===== src/rtl/i2c_slave_regport.sv =====
// I2C target: 7-bit address match, register-pointer protocol, optional auto-increment,
// repeated START, glitch-filtered inputs, and a 1-clk-latency register-file port.
module i2c_slave_regport #(
  parameter logic [6:0] SLAVE_ADDR = 7'h42,
  parameter int         ADDR_W     = 5,
  parameter bit         AUTO_INC   = 1'b1,
  parameter int         FILTER_LEN = 3
) (
  input  logic              clk,
  input  logic              reset,
  input  logic              scl_in,
  input  logic              sda_in,
  output logic              sda_oe,
  output logic [ADDR_W-1:0] ram_addr,
  output logic [7:0]        ram_wdata,
  output logic              ram_we,
  input  logic [7:0]        ram_rdata,
  output logic              busy,
  output logic              stop_evt
);

  typedef enum logic [3:0] {
    IDLE, DEV_ADDR, DEV_ACK, PTR, PTR_ACK, WR_DATA, WR_ACK, RD_DATA, RD_ACK, IGNORE
  } state_t;

  localparam logic [ADDR_W-1:0] ADDR_ONE = ADDR_W'(1);

  logic [1:0]            sclSync, sdaSync;
  logic [FILTER_LEN-1:0] sclHist, sdaHist;
  logic                  sclF, sdaF, sclPrev, sdaPrev;

  // A level change is accepted only after FILTER_LEN identical synchronised samples.
  always_ff @(posedge clk or negedge reset) begin
    if (!reset) begin
      sclSync <= '1;
      sdaSync <= '1;
      sclHist <= '1;
      sdaHist <= '1;
      sclF    <= 1'b1;
      sdaF    <= 1'b1;
      sclPrev <= 1'b1;
      sdaPrev <= 1'b1;
    end else begin
      sclSync <= {sclSync[0], scl_in};
      sdaSync <= {sdaSync[0], sda_in};
      sclHist <= {sclHist[FILTER_LEN-2:0], sclSync[1]};
      sdaHist <= {sdaHist[FILTER_LEN-2:0], sdaSync[1]};
      if (&sclHist)       sclF <= 1'b1;
      else if (~|sclHist) sclF <= 1'b0;
      if (&sdaHist)       sdaF <= 1'b1;
      else if (~|sdaHist) sdaF <= 1'b0;
      sclPrev <= sclF;
      sdaPrev <= sdaF;
    end
  end

  logic sclRise, sclFall, startDet, stopDet;
  assign sclRise  = sclF & ~sclPrev;
  assign sclFall  = ~sclF & sclPrev;
  assign startDet = sclF & sclPrev & sdaPrev & ~sdaF;
  assign stopDet  = sclF & sclPrev & ~sdaPrev & sdaF;

  state_t     state;
  logic [3:0] bitCnt;
  logic [7:0] shiftReg;
  logic       rwBit;
  logic [7:0] rxByte;
  logic       byteDone;

  assign rxByte   = {shiftReg[6:0], sdaF};
  assign byteDone = (bitCnt == 4'd7);

  always_ff @(posedge clk or negedge reset) begin
    if (!reset) begin
      state     <= IDLE;
      bitCnt    <= 4'd0;
      shiftReg  <= 8'd0;
      rwBit     <= 1'b0;
      sda_oe    <= 1'b0;
      ram_addr  <= '0;
      ram_wdata <= 8'd0;
      ram_we    <= 1'b0;
      busy      <= 1'b0;
      stop_evt  <= 1'b0;
    end else begin
      ram_we   <= 1'b0;
      stop_evt <= 1'b0;
      if (stopDet) begin
        state    <= IDLE;
        sda_oe   <= 1'b0;
        busy     <= 1'b0;
        stop_evt <= busy;
      end else if (startDet) begin
        state  <= DEV_ADDR;
        bitCnt <= 4'd0;
        sda_oe <= 1'b0;
      end else begin
        case (state)
          DEV_ADDR: if (sclRise) begin
            shiftReg <= rxByte;
            bitCnt   <= bitCnt + 4'd1;
            if (byteDone) begin
              bitCnt <= 4'd0;
              if (rxByte[7:1] == SLAVE_ADDR) begin
                state <= DEV_ACK;
                busy  <= 1'b1;
                rwBit <= rxByte[0];
              end else begin
                state <= IGNORE;
              end
            end
          end
          PTR: if (sclRise) begin
            shiftReg <= rxByte;
            bitCnt   <= bitCnt + 4'd1;
            if (byteDone) begin
              bitCnt   <= 4'd0;
              ram_addr <= rxByte[ADDR_W-1:0];
              state    <= PTR_ACK;
            end
          end
          WR_DATA: if (sclRise) begin
            shiftReg <= rxByte;
            bitCnt   <= bitCnt + 4'd1;
            if (byteDone) begin
              bitCnt    <= 4'd0;
              ram_wdata <= rxByte;
              ram_we    <= 1'b1;
              state     <= WR_ACK;
            end
          end
          // ACK states: first fall starts the ACK, second fall ends the 9th clock.
          DEV_ACK: if (sclFall) begin
            if (!sda_oe) begin
              sda_oe <= 1'b1;
            end else if (rwBit) begin
              shiftReg <= {ram_rdata[6:0], 1'b0};
              sda_oe   <= ~ram_rdata[7];
              bitCnt   <= 4'd0;
              state    <= RD_DATA;
            end else begin
              sda_oe <= 1'b0;
              state  <= PTR;
            end
          end
          PTR_ACK: if (sclFall) begin
            if (!sda_oe) begin
              sda_oe <= 1'b1;
            end else begin
              sda_oe <= 1'b0;
              state  <= WR_DATA;
            end
          end
          WR_ACK: if (sclFall) begin
            if (!sda_oe) begin
              sda_oe <= 1'b1;
            end else begin
              sda_oe <= 1'b0;
              if (AUTO_INC) ram_addr <= ram_addr + ADDR_ONE;
              state  <= WR_DATA;
            end
          end
          RD_DATA: begin
            if (sclRise) begin
              bitCnt <= bitCnt + 4'd1;
            end else if (sclFall) begin
              if (bitCnt == 4'd8) begin
                sda_oe <= 1'b0;
                bitCnt <= 4'd0;
                state  <= RD_ACK;
              end else begin
                sda_oe   <= ~shiftReg[7];
                shiftReg <= {shiftReg[6:0], 1'b0};
              end
            end
          end
          // Pointer bumps at the master ACK rise so ram_rdata settles before the reload fall.
          RD_ACK: begin
            if (sclRise) begin
              if (!sdaF) begin
                if (AUTO_INC) ram_addr <= ram_addr + ADDR_ONE;
              end else begin
                state <= IGNORE;
              end
            end else if (sclFall) begin
              shiftReg <= {ram_rdata[6:0], 1'b0};
              sda_oe   <= ~ram_rdata[7];
              bitCnt   <= 4'd0;
              state    <= RD_DATA;
            end
          end
          default: sda_oe <= 1'b0;
        endcase
      end
    end
  end

  // Write strobe follows an SCL rise; START/STOP need SCL stable high, so they never coincide.
  assert property (@(posedge clk) disable iff (!reset) !(ram_we && (startDet || stopDet)));

endmodule


===== config.mk =====
export PLATFORM = sky130hd
export DESIGN_NAME = i2c_slave_regport
export DESIGN_NICKNAME = d
export VERILOG_FILES = /design/src/rtl/i2c_slave_regport.sv
export SDC_FILE = /design/constraint.sdc
export NUM_CORES = 1
export LEC_CHECK = 0
export CAP_MARGIN = 10
export CELL_PAD_IN_SITES_DETAIL_PLACEMENT = 0
export CELL_PAD_IN_SITES_GLOBAL_PLACEMENT = 1
export CORE_ASPECT_RATIO = 2
export CORE_UTILIZATION = 43
export DETAILED_ROUTE_END_ITERATION = 8
export GPL_TIMING_DRIVEN = 0
export MAX_ROUTING_LAYER = met4
export PLACE_DENSITY_LB_ADDON = 0.1
export SLEW_MARGIN = 30
export SYNTH_ARGS = -nofsm -noshare
export SYNTH_HDL_FRONTEND = slang
export SYNTH_SLANG_ARGS = --single-unit

===== constraint.sdc =====
create_clock -name clk -period 2.9 [get_ports clk]
set_clock_uncertainty 0.15 [all_clocks]
set_input_delay 0.435 -clock clk [delete_from_list [all_inputs] [get_ports clk]]
set_output_delay 0.435 -clock clk [all_outputs]
set_load 0.05 [all_outputs]

==> summary.txt, run 1 <==
Synthesis
  – Post-synth top area share: 0.334
  – Post-synthesis sequential area ratio: 0.479
  – Largest area contributor in the netlist: dfrtp_1
  – Synth Area in XOR/XNOR: 0.0138
  – YS warnings: 0
  – Async SR Flop Fraction: 1.00
  – Cell variety after synth: 49
  – Post-Syn Nets: 276
  – Post-synthesis mux area share: 0.106
  – Main area contributors after synthesis: dfrtp_1, dfstp_2, mux2i_1
  – Synthesized area per cell: approximately 10 um2
  – Largest family of logic cells by synthesized area: simple AND/OR/NAND/NOR gates
  – EDFF count, synth: 0
  – Compound-Gate Fraction of Synth Area: 0.163
  – Synth Area in Adders: 0.0295
  – Top_reg_cell synth: dfrtp_1
  – Synthesized flop and latch total: 48
  – Synth Instances: around 260
  – Mapped Area: roughly 2500 um2
  – Post-synthesis simple-gate area fraction: 0.163

Worst setup path
  – Critical Path End Type: flip-flop
  – CP max-delay cell: nor4b_4
  – Bufs and invs on worst path: 1
  – CP startpoint kind: flip-flop
  – RR Startpoint: sclF
  – Crit path max fanout: 10
  – Reg2Reg Capture Point: ram_wdata[6]
  – CP Cell Sequence: ha_1 > clkbuf_1 > nand3_1 > nor4b_4 > mux2_2
  – Worst R2R Setup Slack: 0.17 ns
  – R2R cell count: 5
  – Critical path class: reg -> reg
  – CP top delay family: simple AND/OR/NAND/NOR gates
  – Crit path DAT: approximately 2.8 ns
  – Max incr delay on CP: a little over 0.6 ns
  – CP required: 2.92 ns

Flow run
  – MaxCap Viol Count: 0

Outcome
  – Status: finished with violations
  – Failing checks: negative hold slack

GRT
  – Pin count of the biggest net entering global routing: slightly below 50
  – GRT overflow: 0
  – GR peak layer: met2
  – Total track usage: 0.229
  – Met2 Resource Use GR: 0.402
  – Met1 GRT Util: 0.235
  – Antenna violations before repair: 0
  – GR Util met3: 0.0408
  – Vias in the first global route: ~2200
  – Global-route wire length before repair: 10.6 mm

Pwr
  – Peak VDD IR: between 0.8 and 0.9 mV
  – Final Power: 2.91 mW
  – Leakage: around 1.4 nW
  – Pwr/cell area: 951 nW/um2

Detailed routing
  – Final antenna-violating net count: 0
  – DR vias: 2049
  – Initial DRC count: 56
  – Via density: 5.77
  – DR WL/cell: 17.5 um
  – TritonRoute pass-1 iters: 4
  – DRC viols: 0
  – Routed wire length: 6.22 mm

Floorplan
  – Initial Utilization: 0.446
  – Die area: between 6000 and 7000 um2
  – Core area: 5710 um2
  – Top Ports: 29
  – Die width: 56.4 um
  – Die extent in y: 111 um
  – Rows: 39

STA
  – Fmax: between 0.3 and 0.4 GHz
  – Final Setup Violations: 0
  – Tcrit/Tclk final: 0.940
  – Worst Hold Slack: -0.00605 ns
  – Final max-slew violation count: 0
  – RSZ-0062 raised after global routing: no
  – Fin. Hold Viols: 3
  – Slew @ Worst Pin: 0.820 ns
  – Post-route minimum period: 2.73 ns
  – Rel. slew slack: 0.453

CTS
  – Post_cts resized: 0
  – CTS Sinks: 48
  – Post-CTS Setup Bufs: 0
  – CTS root buf: clkbuf_16
  – Clock Latency Late Sink: 0.29 ns
  – CTS tree: done
  – CTS max path bufs: 2
  – Htree depth: 2
  – Cts hold-fix bufs: 0
  – Inserted Clock Buffers: 5
  – Reg clk slew, reported paths: ~0.060 ns

Placed design
  – IO buf count: 28
  – GPL Wtd Cong: roughly 0.86
  – Placement Cell Area: 2910 um2
  – Hpwl dp: roughly 4.6 mm

Worst hold path
  – HP Class: in -> async

Finish
  – Final net count: roughly 310
  – Final core occ: 0.535
  – Layout cells sized above 1: 0.133
  – Post-route cell area: 3050 um2
  – Area Growth Syn to Fin: 20.0%
  – N_diodes: 0
-- metrics by stage --
step	setup WS [ns]	std cells	TNS (ns)
2_1_floorplan	0.498	258	0
3_3_place_gp	-0.107	347	-2.79
3_5_place_dp	0.155	347	0
4_1_cts	0.136	355	0
5_1_grt	0.0264	355	0
6_report	0.175	355	0
-- power by group --
part | total (mW) | switching [mW] | leakage (nW) | internal [mW]
Combinational | 1.33 | 0.814 | 0.715 | 0.516
Sequential | 0.994 | 0.164 | 0.590 | 0.830
Clock | 0.582 | 0.238 | 0.0712 | 0.344
Total | 2.91 | 1.22 | 1.38 | 1.69
-- worst register-to-register path, cell delays in order (launching register included) --
cell	delay, ns
dfstp_2	0.59
ha_1	0.19
clkbuf_1	0.39
nand3_1	0.26
nor4b_4	0.62
mux2_2	0.41
-- per-layer routing --
layer  wire (um)  vias up
met5           0        -
met4         221        0
met3         184       16
met2        3460       56
met1        2350      992
li1            -      985
-- cells by family after synthesis --
logic type               after synthesis
AND/OR/NAND/NOR                       80
adder cells (fa/ha/maj)                6
AO/OA/AOI/OAI                         66
multiplexers                          26
buffers and inverters                 28
flip-flops                            48
XOR/XNOR                               4
-- cell type report --
| type | instances | area [um2] |
|---|---|---|
| multi-input cells | 182 | 1220 |
| fillers | 542 | 2660 |
| repair buffers | 28 | 278 |
| clock buffers | 8 | 146 |
| well taps | 61 | 76.3 |
| flip-flops and latches | 48 | 1220 |
| plain buffers | 13 | 60.1 |
| inverters | 15 | 56.3 |
-- registers in the layout (all words and copies together) (netlist names), 3 cells and up --
name and flops:
bitCnt 4, ram_addr 5, ram_wdata 8, sclHist 3
sdaHist 3, shiftReg 8, state 4
-- synthesized netlist by cell type, types with 2 or more instances --
cell type and instances:
a211oi_1 2, a21oi_1 15, a31oi_1 2, and2_1 2
and3b_1 2, buf_2 2, clkbuf_1 8, dfrtp_1 34
dfstp_2 14, ha_1 6, inv_1 14, mux2_2 8
mux2i_1 18, nand2_1 22, nand2b_1 7, nand3_1 11
nand3b_1 2, nor2_1 19, nor2b_1 3, nor3_1 3
o211a_1 2, o211ai_1 2, o21a_1 2, o21ai_0 24
o221ai_1 2, o22ai_1 5, o32ai_1 2, or4b_1 2
xor2_1 3
-- worst max-delay path by stage --
stage,startpoint,endpoint,slack (ns),depth (start not counted)
final,sclF,ram_wdata[6],0.17,5
after global routing,sclPrev,ram_addr[0],0.03,8
after CTS,sclF,ram_wdata[6],0.14,5
after detailed placement,sclF,ram_wdata[6],0.15,5
after global placement,sclF,ram_wdata[6],-0.11,5
after floorplan,sclF,ram_wdata[0],0.50,5
-- cell usage in the layout, fill, tap and decap left out, types with 2 or more instances in the layout --
cell / synthesis / layout
dfrtp_1: 34 / 34
clkdlybuf4s50_1: 0 / 27
o21ai_0: 24 / 24
nand2_1: 22 / 22
nor2_1: 19 / 19
mux2i_1: 18 / 18
a21oi_1: 15 / 15
inv_1: 14 / 14
dfstp_2: 14 / 14
nand3_1: 11 / 11
clkbuf_1: 8 / 10
mux2_2: 8 / 8
nand2b_1: 7 / 7
ha_1: 6 / 6
o22ai_1: 5 / 5
clkbuf_16: 0 / 5
xor2_1: 3 / 3
nor2b_1: 3 / 3
nor3_1: 3 / 3
nand3b_1: 2 / 2
buf_2: 2 / 2
and2_1: 2 / 2
and3b_1: 2 / 2
or4b_1: 2 / 2
o221ai_1: 2 / 2
o211ai_1: 2 / 2
o21a_1: 2 / 2
o32ai_1: 2 / 2
o211a_1: 2 / 2
a31oi_1: 2 / 2
a211oi_1: 2 / 2
Note: power is estimated with default switching activity, not from simulation.
==> inputs of run 2 (changes only) <==
--- a/config.mk
+++ b/config.mk
@@ -9,11 +9,11 @@
 export CELL_PAD_IN_SITES_DETAIL_PLACEMENT = 0
 export CELL_PAD_IN_SITES_GLOBAL_PLACEMENT = 1
 export CORE_ASPECT_RATIO = 2
-export CORE_UTILIZATION = 43
+export CORE_UTILIZATION = 45
+export CTS_BUF_LIST = sky130_fd_sc_hd__clkbuf_4
 export DETAILED_ROUTE_END_ITERATION = 8
-export GPL_TIMING_DRIVEN = 0
 export MAX_ROUTING_LAYER = met4
-export PLACE_DENSITY_LB_ADDON = 0.1
+export PLACE_DENSITY = 0.79
 export SLEW_MARGIN = 30
 export SYNTH_ARGS = -nofsm -noshare
 export SYNTH_HDL_FRONTEND = slang
==> summary.txt, run 2 (synthesis results as in run 1) <==
Finish
  – Layout cells sized above 1: 0.160
  – Layout fillers: 524
  – Final net count: between 300 and 400
  – Most frequent cells in the layout: dfrtp_1, clkdlybuf4s50_1, o21ai_0
  – N_diodes: 0
  – Largest regs: ram_wdata x8, shiftReg x8, ram_addr x5
  – Final core occ: 0.551
  – Post-Layout Cell Count: 353
  – Area Growth Syn to Fin: 17.4%
  – Commonest non-fill, non-tap cell in the layout: dfrtp_1

STA
  – Worst Hold Slack: ~0.21 ns
  – Fmax: 0.382 GHz
  – TNS Setup: 0 ns
  – RSZ-0062 raised after global routing: no
  – Post-route minimum period: about 2.6 ns
  – Final max-slew violation count: 0
  – Rel. slew slack: 0.422
  – Tcrit/Tclk final: 0.903
  – Slew @ Worst Pin: 0.867 ns
  – Final Setup Violations: 0
  – Fin. Hold Viols: 0

Worst setup path
  – CP Cell Sequence: or4b_1 > o221ai_2 > o211a_1 > nand3_1 > nand2_1 > o21ai_0
  – Critical path class: reg -> reg
  – Crit path depth: 6
  – Worst R2R Setup Slack: 0.28 ns
  – CP max-delay cell: or4b_1
  – Crit path DAT: between 2 and 3 ns
  – Critical Path End Type: flip-flop
  – Bufs and invs on worst path: 0
  – R2R cell count: 6
  – CP startpoint: state[2]
  – Crit path max fanout: 16
  – CP required: 3.00 ns
  – CP startpoint kind: flip-flop
  – CP top delay family: simple AND/OR/NAND/NOR gates
  – CP endpoint: shiftReg[0]
  – Max incr delay on CP: 0.67 ns
  – RR Startpoint: state[2]
  – Reg2Reg Capture Point: shiftReg[0]

Detailed routing
  – DRC viols: 0
  – Initial DRC count: 41
  – Routed wire length: 6.33 mm
  – TritonRoute pass-1 iters: 4
  – DR vias: 2026
  – Final antenna-violating net count: 0
  – Via density: 5.74
  – DR WL/cell: 17.9 um

CTS
  – Clock Latency Late Sink: 0.37 ns
  – CTS Sinks: 48
  – Post-CTS Setup Bufs: 0
  – CTS max path bufs: 2
  – Reg clk slew, reported paths: between 0.1 and 0.15 ns
  – Htree depth: 2
  – CTS tree: done
  – CTS root buf: clkbuf_4
  – Inserted Clock Buffers: 5

Outcome
  – Status: finished clean

Pwr
  – Seq pwr share: 0.381
  – Combinational Power Share: 0.502
  – Int Pwr: 1.45 mW
  – Leakage: 1.36 nW
  – Clock share of power: 0.117
  – Pwr/cell area: 889 nW/um2
  – Peak VDD IR: 0.802 mV
  – P_sw: roughly 1.2 mW
  – Switching Share: 0.452

GRT
  – Global-route wire length before repair: 10.3 mm
  – Total track usage: 0.255
  – GRT overflow: 0
  – Vias in the first global route: 2146
  – Pin count of the biggest net entering global routing: 43
  – Antenna violations before repair: 0

Worst hold path
  – HP Class: reg -> reg

Floorplan
  – Die area: around 6000 um2
  – Die extent in y: between 100 and 150 um
  – Initial Utilization: 0.470
  – Core area: 5420 um2
  – Top Ports: 29
  – Rows: 38
  – Die width: 55.2 um

Placed design
  – Dpl cells: 344
  – Hpwl dp: 4.87 mm
  – GPL Wtd Cong: about 0.89
  – IO buf count: 28

Flow run
  – MaxCap Viol Count: 0
[run 2: changes by cell type in the layout (fill, tap and decap cells not counted), sizes merged]
cell,delta
buf,+7
clkbuf,-12
clkinv,+1
clkinvlp,+2
dlygate4sd3,+1
[run 2: what timing repair did]
action / in CTS / in global routing
hold buffers: 0 / 1
endpoints found under the hold margin: 0 / 34
resized for setup: 0 / 0
[run 2: how the worst min path moves through the flow]
stage	start	end	cells past startpoint
floorplan	reset	bitCnt[0]	0
global placement	sclSync[1]	sclHist[0]	0
detailed placement	sclSync[0]	sclSync[1]	0
CTS	reset	ram_wdata[0]	1
global route	sclSync[1]	sclHist[0]	0
finish	sclSync[1]	sclHist[0]	0
[run 2: worst register-to-register path, delay by kind of cell, from the launching register on]
family | cells | cell delay [ns]
and+or+nand+nor | 3 | 1.26
AOI/OAI and AO/OA | 3 | 0.53
DFF | 1 | 0.54
[run 2: power by group through the flow]
stage	registers [mW]	logic, mW	clock network, mW
final	1.01	1.33	0.309
after global routing	1.04	1.46	0.351
after CTS	1.01	1.33	0.328
after detailed placement	1.03	1.33	0
after global placement	1.03	1.31	0
after floorplan	1.09	0.844	0
[run 2: cell type report]
type                    instances  area [um2]  share of cell area
inverters                      15        56.3              0.0189
repair buffers                 40         370               0.124
well taps                      60        75.1              0.0251
multi-input cells             182        1210               0.405
clock inverters                 3        18.8             0.00628
flip-flops and latches         48        1220               0.408
clock buffers                   5        37.5              0.0126
[run 2: metal layers]
layer / up-vias / global-route usage / part of all wire
li1: 983 / - / -
met1: 965 / 0.244 / 0.35
met2: 53 / 0.452 / 0.57
met3: 25 / 0.0352 / 0.022
met4: 0 / 0.145 / 0.056
met5: - / - / 0
[run 2: through the flow]
step / area (um2) / total power, mW / worst slack [ns]
2_1_floorplan: 2540 / 1.93 / 0.498
5_1_grt: 2990 / 2.85 / 0.0952
4_1_cts: 2970 / 2.67 / 0.269
3_3_place_gp: 2920 / 2.34 / 0.326
6_report: 2990 / 2.65 / 0.282
3_5_place_dp: 2920 / 2.35 / 0.285
==> inputs of run 3 (changes only) <==
--- a/config.mk
+++ b/config.mk
@@ -5,11 +5,13 @@
 export SDC_FILE = /design/constraint.sdc
 export NUM_CORES = 1
 export LEC_CHECK = 0
+export ABC_AREA = 1
+export ABC_CLOCK_PERIOD_IN_PS = 2900
 export CAP_MARGIN = 10
 export CELL_PAD_IN_SITES_DETAIL_PLACEMENT = 0
 export CELL_PAD_IN_SITES_GLOBAL_PLACEMENT = 1
 export CORE_ASPECT_RATIO = 2
-export CORE_UTILIZATION = 45
+export CORE_UTILIZATION = 43
 export CTS_BUF_LIST = sky130_fd_sc_hd__clkbuf_4
 export DETAILED_ROUTE_END_ITERATION = 8
 export MAX_ROUTING_LAYER = met4
==> summary.txt, run 3 <==
Worst hold path
  – Hold Path Depth: 0
  – Hold_sp: sclSync[0]
  – Hold Path End: sclSync[1]
  – HP Class: reg -> reg

Worst setup path
  – Crit path max fanout: 13
  – R2R cell count: 10
  – CP startpoint kind: flip-flop
  – Worst R2R Setup Slack: approximately 0.63 ns
  – Critical Path End Type: flip-flop
  – CP required: around 3 ns
  – RR Startpoint: sclF
  – Crit path DAT: about 2.4 ns
  – Reg2Reg Capture Point: state[2]
  – Critical path class: reg -> reg

STA
  – Final Setup Violations: 0
  – Fin. Hold Viols: 0
  – Slew @ Worst Pin: ~0.55 ns
  – Final max-slew violation count: 0
  – TNS Setup: 0 ns
  – Post-route minimum period: approximately 2.3 ns
  – RSZ-0062 raised after global routing: no
  – Tcrit/Tclk final: 0.783
  – Fmax: 0.441 GHz
  – Rel. slew slack: 0.632
  – Worst Hold Slack: 0.215 ns

Detailed routing
  – Initial DRC count: 79
  – DRC viols: 1
  – TritonRoute pass-1 iters: 6
  – DR WL/cell: 15.4 um
  – DR vias: 2336
  – Via density: 5.38
  – Routed wire length: 6.66 mm
  – Final antenna-violating net count: 0

GRT
  – Global-route wire length before repair: between 10 and 15 mm
  – Pin count of the biggest net entering global routing: 41
  – GRT overflow: 0
  – Antenna violations before repair: 0
  – Total track usage: 0.238
  – Vias in the first global route: 2361

CTS
  – CTS Sinks: between 40 and 50
  – CTS root buf: clkbuf_4
  – Post_cts resized: 0
  – Reg clk slew, reported paths: 0.14 ns
  – Htree depth: 2
  – CTS tree: done
  – Post-CTS Setup Bufs: 0
  – Clock Latency Late Sink: roughly 0.37 ns
  – CTS max path bufs: 2
  – Inserted Clock Buffers: 5

Synthesis
  – Most numerous cell in the Yosys netlist: nand2_1
  – YS warnings: 0
  – Top_reg_cell synth: dfrtp_1
  – Post-synth top area share: 0.324
  – Synth Instances: ~340
  – Top cells by count, synth: nand2_1, dfrtp_1, nand3_1, o21ai_0, inv_1
  – Synthesized flop and latch total: 48
  – Mapped Area: 2630 um2
  – Main area contributors after synthesis: dfrtp_1, dfstp_2, nand2_1
  – Cell variety after synth: 26
  – Async SR Flop Fraction: 1.00
  – Synthesized area per cell: 7.79 um2
  – Post-Syn Nets: 355
  – Post-synthesis sequential area ratio: 0.464
  – EDFF count, synth: 0
  – Largest area contributor in the netlist: dfrtp_1

Floorplan
  – Die extent in y: 113 um
  – Rows: 40
  – Initial Utilization: 0.441
  – Die area: 6440 um2
  – Die width: roughly 57 um
  – Top Ports: 29
  – Core area: 5960 um2

Finish
  – Area Growth Syn to Fin: 15.3%
  – Most frequent cells in the layout: nand2_1, nand3_1, dfrtp_1
  – Commonest non-fill, non-tap cell in the layout: nand2_1
  – Layout cells sized above 1: 0.137
  – Largest regs: ram_wdata x8, shiftReg x8, ram_addr x5
  – Post-route cell area: 3030 um2
  – Final net count: 388
  – N_diodes: 0

Pwr
  – Pwr/cell area: 914 nW/um2
  – Peak VDD IR: 0.589 mV
  – Leakage: 1.50 nW

Flow run
  – MaxCap Viol Count: 0

Placed design
  – IO buf count: 28
  – Hpwl dp: 5.25 mm
  – GPL Wtd Cong: 0.944
  – Placement Cell Area: roughly 3000 um2

Outcome
  – Status: finished with violations
  – Failing checks: design-rule violations
[run 3: changes by cell type after synthesis, moves of 9 or more]
cell | before | now
nand2_1 | 22 | 84
nand3_1 | 11 | 34
mux2i_1 | 18 | 0
inv_1 | 14 | 31
nor2_1 | 19 | 29
nand2_2 | 0 | 9
o21ai_0 | 24 | 33
[run 3: stage by stage]
stage	total power [mW]	cells	utilization	setup slack [ns]
global route	3.04	434	0.508	0.391
global placement	2.46	425	0.497	0.692
detailed placement	2.48	425	0.497	0.650
floorplan	2.10	337	-	0.999
CTS	2.80	433	0.506	0.610
finish	2.77	434	0.508	0.631
[run 3: what timing repair did]
item	4_1_cts	5_1_grt
setup endpoints to repair	0	0
endpoints found under the hold margin	0	34
hold buffers	0	1
[run 3: critical path, stage by stage (launching register included)]
cell and delay [ns]:
dfstp_2 0.59, ha_1 0.22, nand2_1 0.07, nand2_1 0.09, nand2_2 0.19, nand2_1 0.13, nand3_1 0.07, nor2_1 0.33
nand2_2 0.15, nand2_1 0.07, o21ai_0 0.07
[run 3: cell families (layout without fill, tap and decap cells)]
family / count (synthesis) / in the layout / share of synthesized area
and+or+nand+nor: 185 / 185 / 0.323
AOI/OAI and AO/OA: 52 / 52 / 0.102
DFF: 48 / 48 / 0.464
buffers and inverters: 41 / 75 / 0.0657
adders and majority gates: 6 / 6 / 0.0286
xor gates and xnor gates: 5 / 5 / 0.0167
[run 3: power by group]
| group | internal (mW) | total, mW | switching [mW] | leakage (nW) |
|---|---|---|---|---|
| Sequential | 0.838 | 0.997 | 0.159 | 0.582 |
| Clock | 0.104 | 0.312 | 0.208 | 0.0333 |
| Combinational | 0.482 | 1.46 | 0.978 | 0.884 |
| Total | 1.42 | 2.77 | 1.34 | 1.50 |
[run 3: cell type report]
| cell class | instances | area [um2] |
|---|---|---|
| well taps | 63 | 78.8 |
| inverters | 36 | 135 |
| fillers | 580 | 2930 |
| clock buffers | 6 | 45.0 |
| multi-input cells | 248 | 1230 |
| repair buffers | 31 | 303 |
| flip-flops and latches | 48 | 1220 |
| clock inverters | 2 | 12.5 |
[run 3: worst max-delay path by stage]
| stage | endpoint | cells past startpoint | from | slack, ns |
|---|---|---|---|---|
| final | state[2] | 10 | sclF | 0.63 |
| after global routing | ram_wdata[4] | 7 | sclF | 0.39 |
| after CTS | ram_wdata[5] | 7 | sclF | 0.61 |
| after detailed placement | ram_wdata[5] | 7 | sclF | 0.65 |
| after global placement | ram_wdata[7] | 7 | sclF | 0.69 |
| after floorplan | shiftReg[6] | 10 | sclPrev | 1.0 |
[run 3: per-layer routing]
layer,global-route usage,vias to the layer above,part of all wire
li1,-,1164,-
met5,-,-,0
met4,0.163,0,0.054
met1,0.237,1087,0.36
met2,0.416,60,0.55
met3,0.0334,25,0.027
